**src/rtl/mist_input_replay.sv**
```systemverilog
// -----------------------------------------------------------------------------
// mist_input_replay
//
// Frame-synchronised input player. Walks a table of {frame[15:0], word[DW-1:0]}
// events held behind a simple ROM request/acknowledge port and drives the game
// input bus with each word once the frame counter reaches that event's frame.
// With playback idle the live player inputs are passed through (one cycle of
// latency). Intended to sit between the joystick/coin mux and the game core
// for demo and regression replay.
//
// Parameters
//   AW        table address width; the table holds up to 2**AW events
//   DW        input word width; a table entry is DW+16 bits wide
//
// Ports
//   clk        in   1      system clock
//   rst_n      in   1      synchronous reset, active low
//   enable     in   1      level; rising edge starts playback, low aborts
//   vs         in   1      vertical sync, synchronous to clk; falling edge = new frame
//   live_in    in   DW     live player inputs
//   rom_addr   out  AW     table entry address
//   rom_cs     out  1      table read request
//   rom_data   in   DW+16  table entry {frame, word}
//   rom_ok     in   1      rom_data valid for the current rom_addr
//   play_out   out  DW     inputs to the game core (registered)
//   active     out  1      playback in progress
//   done       out  1      table exhausted; sticky until enable goes low
//   frame_cnt  out  16     frames elapsed since playback start (saturates at FFFE)
//
// Build option
//   MIST_REPLAY_LOOP_EN  when defined, reaching the terminator (frame FFFF) or
//                        the last table address restarts playback from entry 0
//                        with the frame counter cleared instead of stopping.
// -----------------------------------------------------------------------------
module mist_input_replay #(
  parameter int AW = 10,
  parameter int DW = 16
) (
  input  logic             clk,
  input  logic             rst_n,
  input  logic             enable,
  input  logic             vs,
  input  logic [DW-1:0]    live_in,
  output logic [AW-1:0]    rom_addr,
  output logic             rom_cs,
  input  logic [DW+15:0]   rom_data,
  input  logic             rom_ok,
  output logic [DW-1:0]    play_out,
  output logic             active,
  output logic             done,
  output logic [15:0]      frame_cnt
);

  typedef enum logic [1:0] {
    S_IDLE  = 2'd0,
    S_FETCH = 2'd1,
    S_HOLD  = 2'd2,
    S_DONE  = 2'd3
  } state_e;

  localparam logic [AW-1:0] ADDR_LAST  = '1;
  localparam logic [15:0]   FRAME_TERM = 16'hFFFF;
  localparam logic [15:0]   FRAME_SAT  = 16'hFFFE;

  state_e          state_q;
  logic [AW-1:0]   rom_addr_q;
  logic            rom_cs_q;
  logic            first_cs_q;   // set during the first cycle of each request
  logic            active_q;
  logic            done_q;
  logic [15:0]     frame_cnt_q;
  logic [DW-1:0]   play_out_q;
  logic [15:0]     ev_frame_q;
  logic [DW-1:0]   ev_word_q;
  logic            vs_l_q;
  logic            en_l_q;

  logic            vs_fall;
  logic            en_rise;
  logic            fetch_hit;
  logic            ev_due;
  logic            table_end;

  assign vs_fall = vs_l_q & ~vs;
  assign en_rise = enable & ~en_l_q;

  // A read completes only from the second request cycle on: an acknowledge
  // still asserted from the previous address must not be taken as valid.
  assign fetch_hit = (state_q == S_FETCH) && !first_cs_q && rom_ok;

  // Compare against the registered count, so a vsync falling edge in the same
  // cycle is not yet visible to the apply decision.
  assign ev_due = (frame_cnt_q >= ev_frame_q);

  // Terminator entry read, or the event at the last address just applied.
  assign table_end = (fetch_hit && (rom_data[DW+15:DW] == FRAME_TERM)) ||
                     ((state_q == S_HOLD) && ev_due && (rom_addr_q == ADDR_LAST));

  always_ff @(posedge clk) begin
    // The enable history follows the pin even while reset is held, so an
    // enable that is already high when reset releases does not start playback.
    en_l_q <= enable;

    if (!rst_n) begin
      state_q     <= S_IDLE;
      rom_addr_q  <= '0;
      rom_cs_q    <= 1'b0;
      first_cs_q  <= 1'b0;
      active_q    <= 1'b0;
      done_q      <= 1'b0;
      frame_cnt_q <= '0;
      play_out_q  <= '0;
      ev_frame_q  <= '0;
      ev_word_q   <= '0;
      vs_l_q      <= 1'b1;
    end else begin
      vs_l_q <= vs;

      if (active_q && vs_fall && (frame_cnt_q != FRAME_SAT)) begin
        frame_cnt_q <= frame_cnt_q + 16'd1;
      end

      if ((state_q != S_IDLE) && !enable) begin
        // Abort: any acknowledge still in flight is simply never looked at.
        state_q    <= S_IDLE;
        rom_cs_q   <= 1'b0;
        first_cs_q <= 1'b0;
        active_q   <= 1'b0;
        done_q     <= 1'b0;
      end else begin
        case (state_q)
          S_IDLE: begin
            play_out_q <= live_in;
            if (en_rise) begin
              state_q     <= S_FETCH;
              rom_addr_q  <= '0;
              frame_cnt_q <= '0;
              done_q      <= 1'b0;
              active_q    <= 1'b1;
              rom_cs_q    <= 1'b1;
              first_cs_q  <= 1'b1;
            end
          end

          S_FETCH: begin
            if (first_cs_q) begin
              first_cs_q <= 1'b0;
            end else if (rom_ok) begin
              ev_frame_q <= rom_data[DW+15:DW];
              ev_word_q  <= rom_data[DW-1:0];
              rom_cs_q   <= 1'b0;
              state_q    <= S_HOLD;
            end
          end

          S_HOLD: begin
            if (ev_due) begin
              play_out_q <= ev_word_q;
              rom_addr_q <= rom_addr_q + 1'b1;
              state_q    <= S_FETCH;
              rom_cs_q   <= 1'b1;
              first_cs_q <= 1'b1;
            end
          end

          S_DONE: begin
            // Waits here, holding the last word, until enable drops.
          end

          default: begin
            state_q <= S_IDLE;
          end
        endcase

        // End of table overrides the per-state transitions above.
        if (table_end) begin
`ifdef MIST_REPLAY_LOOP_EN
          rom_addr_q  <= '0;
          frame_cnt_q <= '0;
          state_q     <= S_FETCH;
          rom_cs_q    <= 1'b1;
          first_cs_q  <= 1'b1;
`else
          rom_addr_q  <= rom_addr_q;
          state_q     <= S_DONE;
          rom_cs_q    <= 1'b0;
          first_cs_q  <= 1'b0;
          active_q    <= 1'b0;
          done_q      <= 1'b1;
`endif
        end
      end
    end
  end

  assign rom_addr  = rom_addr_q;
  // Gated with reset so a reset in the middle of a fetch withdraws the
  // request in the same cycle rather than one clock later.
  assign rom_cs    = rom_cs_q & rst_n;
  assign play_out  = play_out_q;
  assign active    = active_q;
  assign done      = done_q;
  assign frame_cnt = frame_cnt_q;

endmodule

```
**config.mk**
```make
export PLATFORM = sky130hd
export DESIGN_NAME = mist_input_replay
export DESIGN_NICKNAME = d
export VERILOG_FILES = /design/src/rtl/mist_input_replay.sv
export SDC_FILE = /design/constraint.sdc
export NUM_CORES = 1
export LEC_CHECK = 0
export BUFFER_PORTS_ARGS = -buffer_cell sky130_fd_sc_hd__buf_2
export CORE_UTILIZATION = 45
export CTS_BUF_LIST = sky130_fd_sc_hd__clkbuf_8
export DETAILED_ROUTE_END_ITERATION = 10
export PLACE_DENSITY = 0.69
export REMOVE_ABC_BUFFERS = 1
export SETUP_SLACK_MARGIN = 0.2
export SYNTH_ARGS = -nofsm -noshare
export SYNTH_HDL_FRONTEND = slang
export SYNTH_SLANG_ARGS = --single-unit
```
**constraint.sdc**
```tcl
create_clock -name clk -period 5.7 [get_ports clk]
set_input_delay 0.57 -clock clk [delete_from_list [all_inputs] [get_ports clk]]
set_output_delay 0.57 -clock clk [all_outputs]
set_load 0.02 [all_outputs]
```
==> results_dict.tcl, run 1 <==
set metrics [dict create \
    grt_pass1_wl_um 15070 \
    fp.dieH_um 95.42 \
    cap_viol_max_count 0 \
    routed_via_density 5.411 \
    stdcell_count 672 \
    hold_viol 0 \
    crit_fanout 13 \
    timing.final.max_slew_violations 0 \
    ctsRootBufferMaster "clkbuf_8" \
    drive_gt1_frac 0.2134 \
    start_util 0.4709 \
    setup_ws_ns 2.801 \
    area_growth_pct 20.10 \
    clk_path_buf_depth 2 \
    htreeDepth 3 \
    overflow 0 \
    grt_util_met3 0.04625 \
    drc 0 \
    avgSynthCellArea_sq_um 8.268 \
    cts.sinks 82 \
    r2r_start "frame_cnt[0]$_SDFF_PN0_" \
    cts_made_buffers 9 \
    crit_end "rom_addr[1]$_SDFFE_PN0P_" \
    crit_required_ns 5.98 \
    dr.first_iter.drc_count 114 \
    r2r_slack_ns 2.80 \
    met1_usage 0.2653 \
    ys_ff_latch 82 \
    critPathKind "reg2reg" \
    place_ws_ns 2.832 \
    nFillCells 827 \
    gp_congestion 0.8259 \
    period_needed_ns 2.899 \
    endpoint_kind "flop" \
    grt_max_degree 54 \
    postCtsSetupBuffers 0 \
    wl_per_cell_um 13.94 \
    ctsHoldBuffers 0 \
    grt.busiest_layer "met2" \
    drt_wl_total_um 9367 \
    relSlewSlack 0.1690 \
    met2_usage 0.3613 \
    crit_start "frame_cnt[0]$_SDFF_PN0_" \
    setup_viol 0 \
    period_share 0.5086 \
    rsz0062_at_grt "no" \
    dpl.hpwl_um 6764 \
    netlist_area_sq_um 3928 \
    die_width_um 95.42 \
    ys_seq_area_frac 0.4180 \
    grt_usage 0.2148 \
    critPathArrivalTime_ns 3.18 \
    vias 3636 \
    io_buffers 97 \
    first_pass_iters 4 \
    dieArea_sq_um 9105 \
    tightest_slew_ns 1.237 \
    fin_skew_ns 0.01217 \
    finalSetupTns_ns 0 \
    core_sq_um 8341 \
    total_leakage_power_uw 0.001989 \
    antenna_found_initial 0 \
    grt_pass1_vias 3320 \
    io_pins 98 \
    reg2regPathDepth 8 \
    synth_warnings 0 \
    synth_cell_types 44 \
    hp-class "in2reg" \
    vdd_ir_drop_max_mv 0.1268 \
    total_power_uw 1278 \
    num_rows 33 \
    antenna_cells 0 \
    path_clk_slew_ns 0.08 \
    cts_tree "built" \
    clock_latency_ns 0.37 \
    nets 634 \
    cp-start-kind "flop" \
    placed_cells 656 \
    fmax_ghz 0.3450 \
    reg2reg_to "rom_addr[1]$_SDFFE_PN0P_" \
    antenna_left 0 \
    status "completed" \
    powerDensity_nw_per_um2 271.0 \
    syn_inst 475 \
    cts-resized-gates 0 \
]
==> synth_stat cells, drive strengths merged <==
| master | n | area share |
|---|---|---|
| nor2 | 39 | 0.037 |
| and3 | 1 | 0.0016 |
| nand2 | 91 | 0.087 |
| or4 | 1 | 0.0019 |
| a21oi | 45 | 0.057 |
| o221a | 1 | 0.0029 |
| o21a | 1 | 0.0019 |
| nor4b | 1 | 0.0022 |
| a311o | 1 | 0.0025 |
| a311oi | 1 | 0.0038 |
| nor2b | 2 | 0.0032 |
| and2 | 3 | 0.0048 |
| and4 | 5 | 0.011 |
| nor3b | 1 | 0.0019 |
| buf | 6 | 0.0073 |
| o21ba | 1 | 0.0025 |
| nand2b | 14 | 0.022 |
| a21o | 1 | 0.0019 |
| o31ai | 3 | 0.0057 |
| nor3 | 8 | 0.011 |
| dfxtp | 82 | 0.42 |
| a2111oi | 1 | 0.0022 |
| nor4 | 9 | 0.014 |
| inv | 22 | 0.021 |
| ha | 19 | 0.061 |
| a211oi | 22 | 0.042 |
| a2bb2oi | 1 | 0.0022 |
| clkbuf | 17 | 0.016 |
| mux2i | 24 | 0.061 |
| a2111o | 1 | 0.0029 |
| a31oi | 2 | 0.0032 |
| nand3 | 9 | 0.011 |
| nand4 | 11 | 0.018 |
| or3 | 3 | 0.0048 |
| xor2 | 5 | 0.011 |
| o21ai | 7 | 0.0089 |
| or4b | 1 | 0.0025 |
| nand4bb | 2 | 0.0057 |
| nand3b | 2 | 0.0038 |
| o21bai | 2 | 0.0038 |
| xnor2 | 7 | 0.016 |
==> metal layers <==
metal,vias up,wire length [um]
li1,1830,-
met1,1700,4119
met2,92,4555
met3,14,535
met4,0,156
met5,-,0
==> cell type report <==
class                           count  area (sq um)  area share
Sequential cell                    82          1642      0.3480
Tap cell                          105         131.4     0.02785
Clock inverter                      5         85.08     0.01804
Timing Repair Buffer               99         500.5      0.1061
Inverter                           22         82.58     0.01751
Multi-Input combinational cell    348          2125      0.4504
Clock buffer                       11         151.4     0.03210
==> critical path: stages (launching register included) <==
cell       delay (ns)
dfxtp_1          0.43
inv_1            0.11
ha_1             0.29
nand2b_1         0.13
a2111oi_0        0.48
nand4bb_1        0.25
a31oi_1          0.37
or4_1            0.62
a21oi_1          0.14
==> cells in the final DEF (no fill, tap or decap), drive strengths merged, types with 2 or more instances in the layout <==
| cell type | count |
|---|---|
| bufinv | 2 |
| nand4 | 11 |
| and2 | 3 |
| nor2b | 2 |
| inv | 23 |
| xor2 | 5 |
| a211oi | 22 |
| clkbuf | 11 |
| nand3 | 9 |
| nor2 | 39 |
| mux2i | 24 |
| a31oi | 2 |
| nand2 | 91 |
| o31ai | 3 |
| o21ai | 7 |
| dfxtp | 82 |
| ha | 19 |
| and4 | 5 |
| nor4 | 9 |
| a21oi | 45 |
| nor3 | 8 |
| o21bai | 2 |
| xnor2 | 7 |
| nand2b | 14 |
| buf | 99 |
| or3 | 3 |
| nand4bb | 2 |
| nand3b | 2 |
==> cell families (layout without fill, tap and decap cells) <==
kind of cell / count (synthesis) / in the layout / share of synthesized area
buffers and inverters: 45 / 137 / 0.04460
XOR/XNOR: 12 / 12 / 0.02676
AO/OA/AOI/OAI: 90 / 90 / 0.1440
adder cells (fa/ha/maj): 19 / 19 / 0.06053
multiplexers: 24 / 24 / 0.06117
AND/OR/NAND/NOR: 203 / 203 / 0.2450
flip-flops: 82 / 82 / 0.4180
==> power by group <==
part           switching (uW)  total [uW]  internal [uW]
combinational             109         175           66.0
clock                     217         490            273
sequential               16.1         614            597
==> how the worst min path moves through the flow <==
stage                                from                         end  slack, ns  depth (start not counted)
2_1_floorplan   ev_word_q[0]$_SDFFE_PN0P_   ev_word_q[0]$_SDFFE_PN0P_       0.44                          2
3_3_place_gp   ev_word_q[12]$_SDFFE_PN0P_  ev_word_q[12]$_SDFFE_PN0P_       0.44                          2
3_5_place_dp   ev_word_q[15]$_SDFFE_PN0P_  ev_word_q[15]$_SDFFE_PN0P_       0.45                          2
4_1_cts                            enable              en_l_q$_DFF_P_       0.38                          1
5_1_grt                            enable              en_l_q$_DFF_P_       0.38                          1
6_report                               vs           vs_l_q$_SDFF_PN1_       0.39                          2
==> flip-flops by register name, summed over array words and instances (netlist names) <==
register	cells
active	1
ev_frame_q	16
rom_addr	10
play_out	16
done	1
vs_l_q	1
state_q	2
en_l_q	1
first_cs_q	1
frame_cnt	16
ev_word_q	16
rom_cs_q	1
==> stage by stage <==
| stage | hold slack, ns | util | area (sq um) |
|---|---|---|---|
| 6_report | 0.3949 | 0.5656 | 4717 |
| 4_1_cts | 0.3846 | 0.5656 | 4717 |
| 3_3_place_gp | 0.4415 | 0.5372 | 4481 |
| 5_1_grt | 0.3840 | 0.5656 | 4717 |
| 2_1_floorplan | 0.4357 | - | 3835 |
| 3_5_place_dp | 0.4458 | 0.5372 | 4481 |
No activity file was read; power rests on OpenSTA's default activity.
==> run 2: changes to the inputs <==
--- a/config.mk
+++ b/config.mk
@@ -5,6 +5,7 @@
 export SDC_FILE = /design/constraint.sdc
 export NUM_CORES = 1
 export LEC_CHECK = 0
+export ABC_AREA = 1
 export BUFFER_PORTS_ARGS = -buffer_cell sky130_fd_sc_hd__buf_2
 export CORE_UTILIZATION = 45
 export CTS_BUF_LIST = sky130_fd_sc_hd__clkbuf_8
==> constraint.sdc (replaced) <==
create_clock -name clk -period 2.9 [get_ports clk]
set_input_delay 0.29 -clock clk [delete_from_list [all_inputs] [get_ports clk]]
set_output_delay 0.29 -clock clk [all_outputs]
set_load 0.02 [all_outputs]
==> run 2 against run 1 <==
Effect of this change:
- non-clock buffer count grew 1
- sequential cell count did not move
- clock skew is 0.0031 ns higher
- sequential share of layout area shrank 1.5 points
- final area rose by 4.5%
- synthesized area is 7.8% higher
- critical path type unchanged
==> results_dict.tcl, run 2 <==
set metrics [dict create \
    status "completed" \
    drive_gt1_frac 0.2331 \
    critPathBufInv 1 \
    setup_ws_ns 0.5052 \
    hold_viol 0 \
    grt_usage 0.2065 \
    cp.depth 12 \
    power_switching_share 0.4296 \
    final_common_cell "buf_2" \
    r2r_slack_ns 0.51 \
    path_clk_slew_ns 0.09 \
    synth_cell_types 35 \
    endpoint_kind "flop" \
    rsz0062_at_grt "no" \
    worstPathCellList "inv_1, ha_1, nand4_1, nor2_1, nor2_1, nand2_1, nand2_1, nand3_2, nand3_2, nor2_4, nand2_1, a21oi_2" \
    die_width_um 98.99 \
    vdd_ir_drop_max_mv 0.4194 \
    wl_per_cell_um 12.85 \
    place_ws_ns 0.5502 \
    antenna_left 0 \
    cts_tree "built" \
    overflow 0 \
    netlist.top_cell.by_area "dfxtp_1" \
    worst_hold_slack_ns 0.1189 \
    htreeDepth 3 \
    clk_path_buf_depth 2 \
    ctsRootBufferMaster "clkbuf_8" \
    r2r_start "frame_cnt[0]$_SDFF_PN0_" \
    critPathSlowestCell "dfxtp_1" \
    tightest_slew_ns 0.7398 \
    ys_ff_latch 82 \
    reg2regPathDepth 12 \
    reg2reg_to "rom_addr[2]$_SDFFE_PN0P_" \
    crit_path_max_incr_delay_ns 0.41 \
    dpl.hpwl_um 7388 \
    relSlewSlack 0.5056 \
    p_comb_frac 0.381 \
    syn_inst 572 \
    power_switching_uw 1575 \
    io_buffers 97 \
    hp-class "in2reg" \
    netlist_area_sq_um 4233 \
    period_share 0.8258 \
    antenna_found_initial 0 \
    crit_end "rom_addr[2]$_SDFFE_PN0P_" \
    dr.first_iter.drc_count 245 \
    powerDensity_nw_per_um2 743.7 \
    gp_congestion 0.8462 \
    crit_fanout 11 \
    synth_edf_count 0 \
    cts-resized-gates 0 \
    finalSetupTns_ns 0 \
    cts_made_buffers 9 \
    num_rows 35 \
    antenna_cells 0 \
    clockPowerShare 0.213 \
    clock_latency_ns 0.35 \
    final_cell_mix "97 x buf_2, 86 x nand2_1, 82 x dfxtp_1" \
    drc 0 \
    cpMostUsedCell "nand2_1" \
    fmax_ghz 0.4176 \
    cpLargestDelayFamily "simple AND/OR/NAND/NOR gates" \
    cap_viol_max_count 0 \
    first_pass_iters 4 \
    critPathArrivalTime_ns 2.67 \
    p_seq_frac 0.406 \
    synth_commonest_cells "87 x nand2_1, 82 x dfxtp_1, 74 x nor2_1" \
    crit_start "frame_cnt[0]$_SDFF_PN0_" \
    synthArstFlopShare 0 \
    synth.top_cell.area_share 0.3878 \
    dieArea_sq_um 9798 \
    period_needed_ns 2.395 \
    yosysMostFrequentCell "nand2_1" \
    total_leakage_power_uw 0.002130 \
    p_int_uw 2090 \
    vias 3960 \
    critPathKind "reg2reg" \
    start_util 0.4603 \
    synth_warnings 0 \
    nFillCells 912 \
    setup_viol 0 \
    post-route-util 0.5359 \
    grt_pass1_wl_um 16280 \
    crit_required_ns 3.18 \
    synth_area_leaders "dfxtp_1 39%, nand2_1 7.7%, o21ai_0 7.4%" \
    core_sq_um 9196 \
    drt_wl_total_um 9969 \
    avgSynthCellArea_sq_um 7.400 \
    grt_max_degree 64 \
    grt_pass1_vias 3450 \
    synth-main-ff-cell "dfxtp_1" \
    routed_via_density 5.103 \
    cts.sinks 82 \
    hold_depth 1 \
    cp-start-kind "flop" \
    timing.final.max_slew_violations 0 \
    nets 732 \
    area_growth_pct 16.44 \
    ctsHoldBuffers 0 \
    ys_seq_area_frac 0.3878 \
    io_pins 98 \
    fp.dieH_um 98.99 \
    postCtsSetupBuffers 0 \
    fin_skew_ns 0.01527 \
]
run 2: cell types whose count changed in the layout (fill, tap and decap cells not counted), sizes merged, moves of 5 or more:
cell,before,now
nand3,9,14
and4,5,0
a211oi,22,10
a21oi,45,52
o21ai,7,77
nor2,39,79
mux2i,24,0
xor2,5,16
nand2b,14,0
inv,23,74
run 2: stage by stage:
step	cells	cell area, sq um	total power (uW)
after floorplan	549	4096	2466
after global placement	760	4746	2870
after detailed placement	760	4746	2912
after CTS	776	4928	3689
after global routing	776	4928	3942
final	776	4928	3665
run 2: layout make-up:
cell class / instances / area [sq um] / area share
multi-input combinational: 396 / 2191 / 0.4445
inverter: 71 / 266.5 / 0.05407
clock inverter: 7 / 58.81 / 0.01193
tap: 111 / 138.9 / 0.02818
timing repair buffer: 100 / 508.0 / 0.1031
clock buffer: 9 / 123.9 / 0.02513
sequential: 82 / 1642 / 0.3331
run 2: worst min path at each step:
stage	to	start
3_3_place_gp	ev_word_q[14]$_SDFFE_PN0P_	ev_word_q[14]$_SDFFE_PN0P_
2_1_floorplan	en_l_q$_DFF_P_	enable
5_1_grt	en_l_q$_DFF_P_	enable
6_report	en_l_q$_DFF_P_	enable
3_5_place_dp	ev_word_q[12]$_SDFFE_PN0P_	ev_word_q[12]$_SDFFE_PN0P_
4_1_cts	en_l_q$_DFF_P_	enable
run 2: power groups by stage:
stage / clock network (uW) / logic [uW] / registers [uW]
floorplan: 0 / 817 / 1650
global placement: 0 / 1360 / 1510
detailed placement: 0 / 1400 / 1510
CTS: 799 / 1400 / 1490
global route: 860 / 1570 / 1510
finish: 781 / 1400 / 1490
run 2: worst register-to-register path: stages (launching register included):
cell	delay [ns]
dfxtp_1	0.41
inv_1	0.14
ha_1	0.30
nand4_1	0.10
nor2_1	0.11
nor2_1	0.05
nand2_1	0.08
nand2_1	0.09
nand3_2	0.11
nand3_2	0.31
nor2_4	0.36
nand2_1	0.12
a21oi_2	0.14
run 2: routing by layer:
metal | GRT usage | up-vias | share of wire
li1 | - | 2047 | -
met1 | 0.2914 | 1811 | 0.50
met2 | 0.3217 | 93 | 0.45
met3 | 0.02908 | 9 | 0.038
met4 | 0.07233 | 0 | 0.0097
met5 | 0 | - | 0
run 2: cells by family after synthesis:
logic type                 synth area share
AOI/OAI and AO/OA                    0.1862
xor gates and xnor gates            0.03931
adders and majority gates           0.05616
buffers and inverters               0.09518
DFF                                  0.3878
and+or+nand+nor                      0.2353
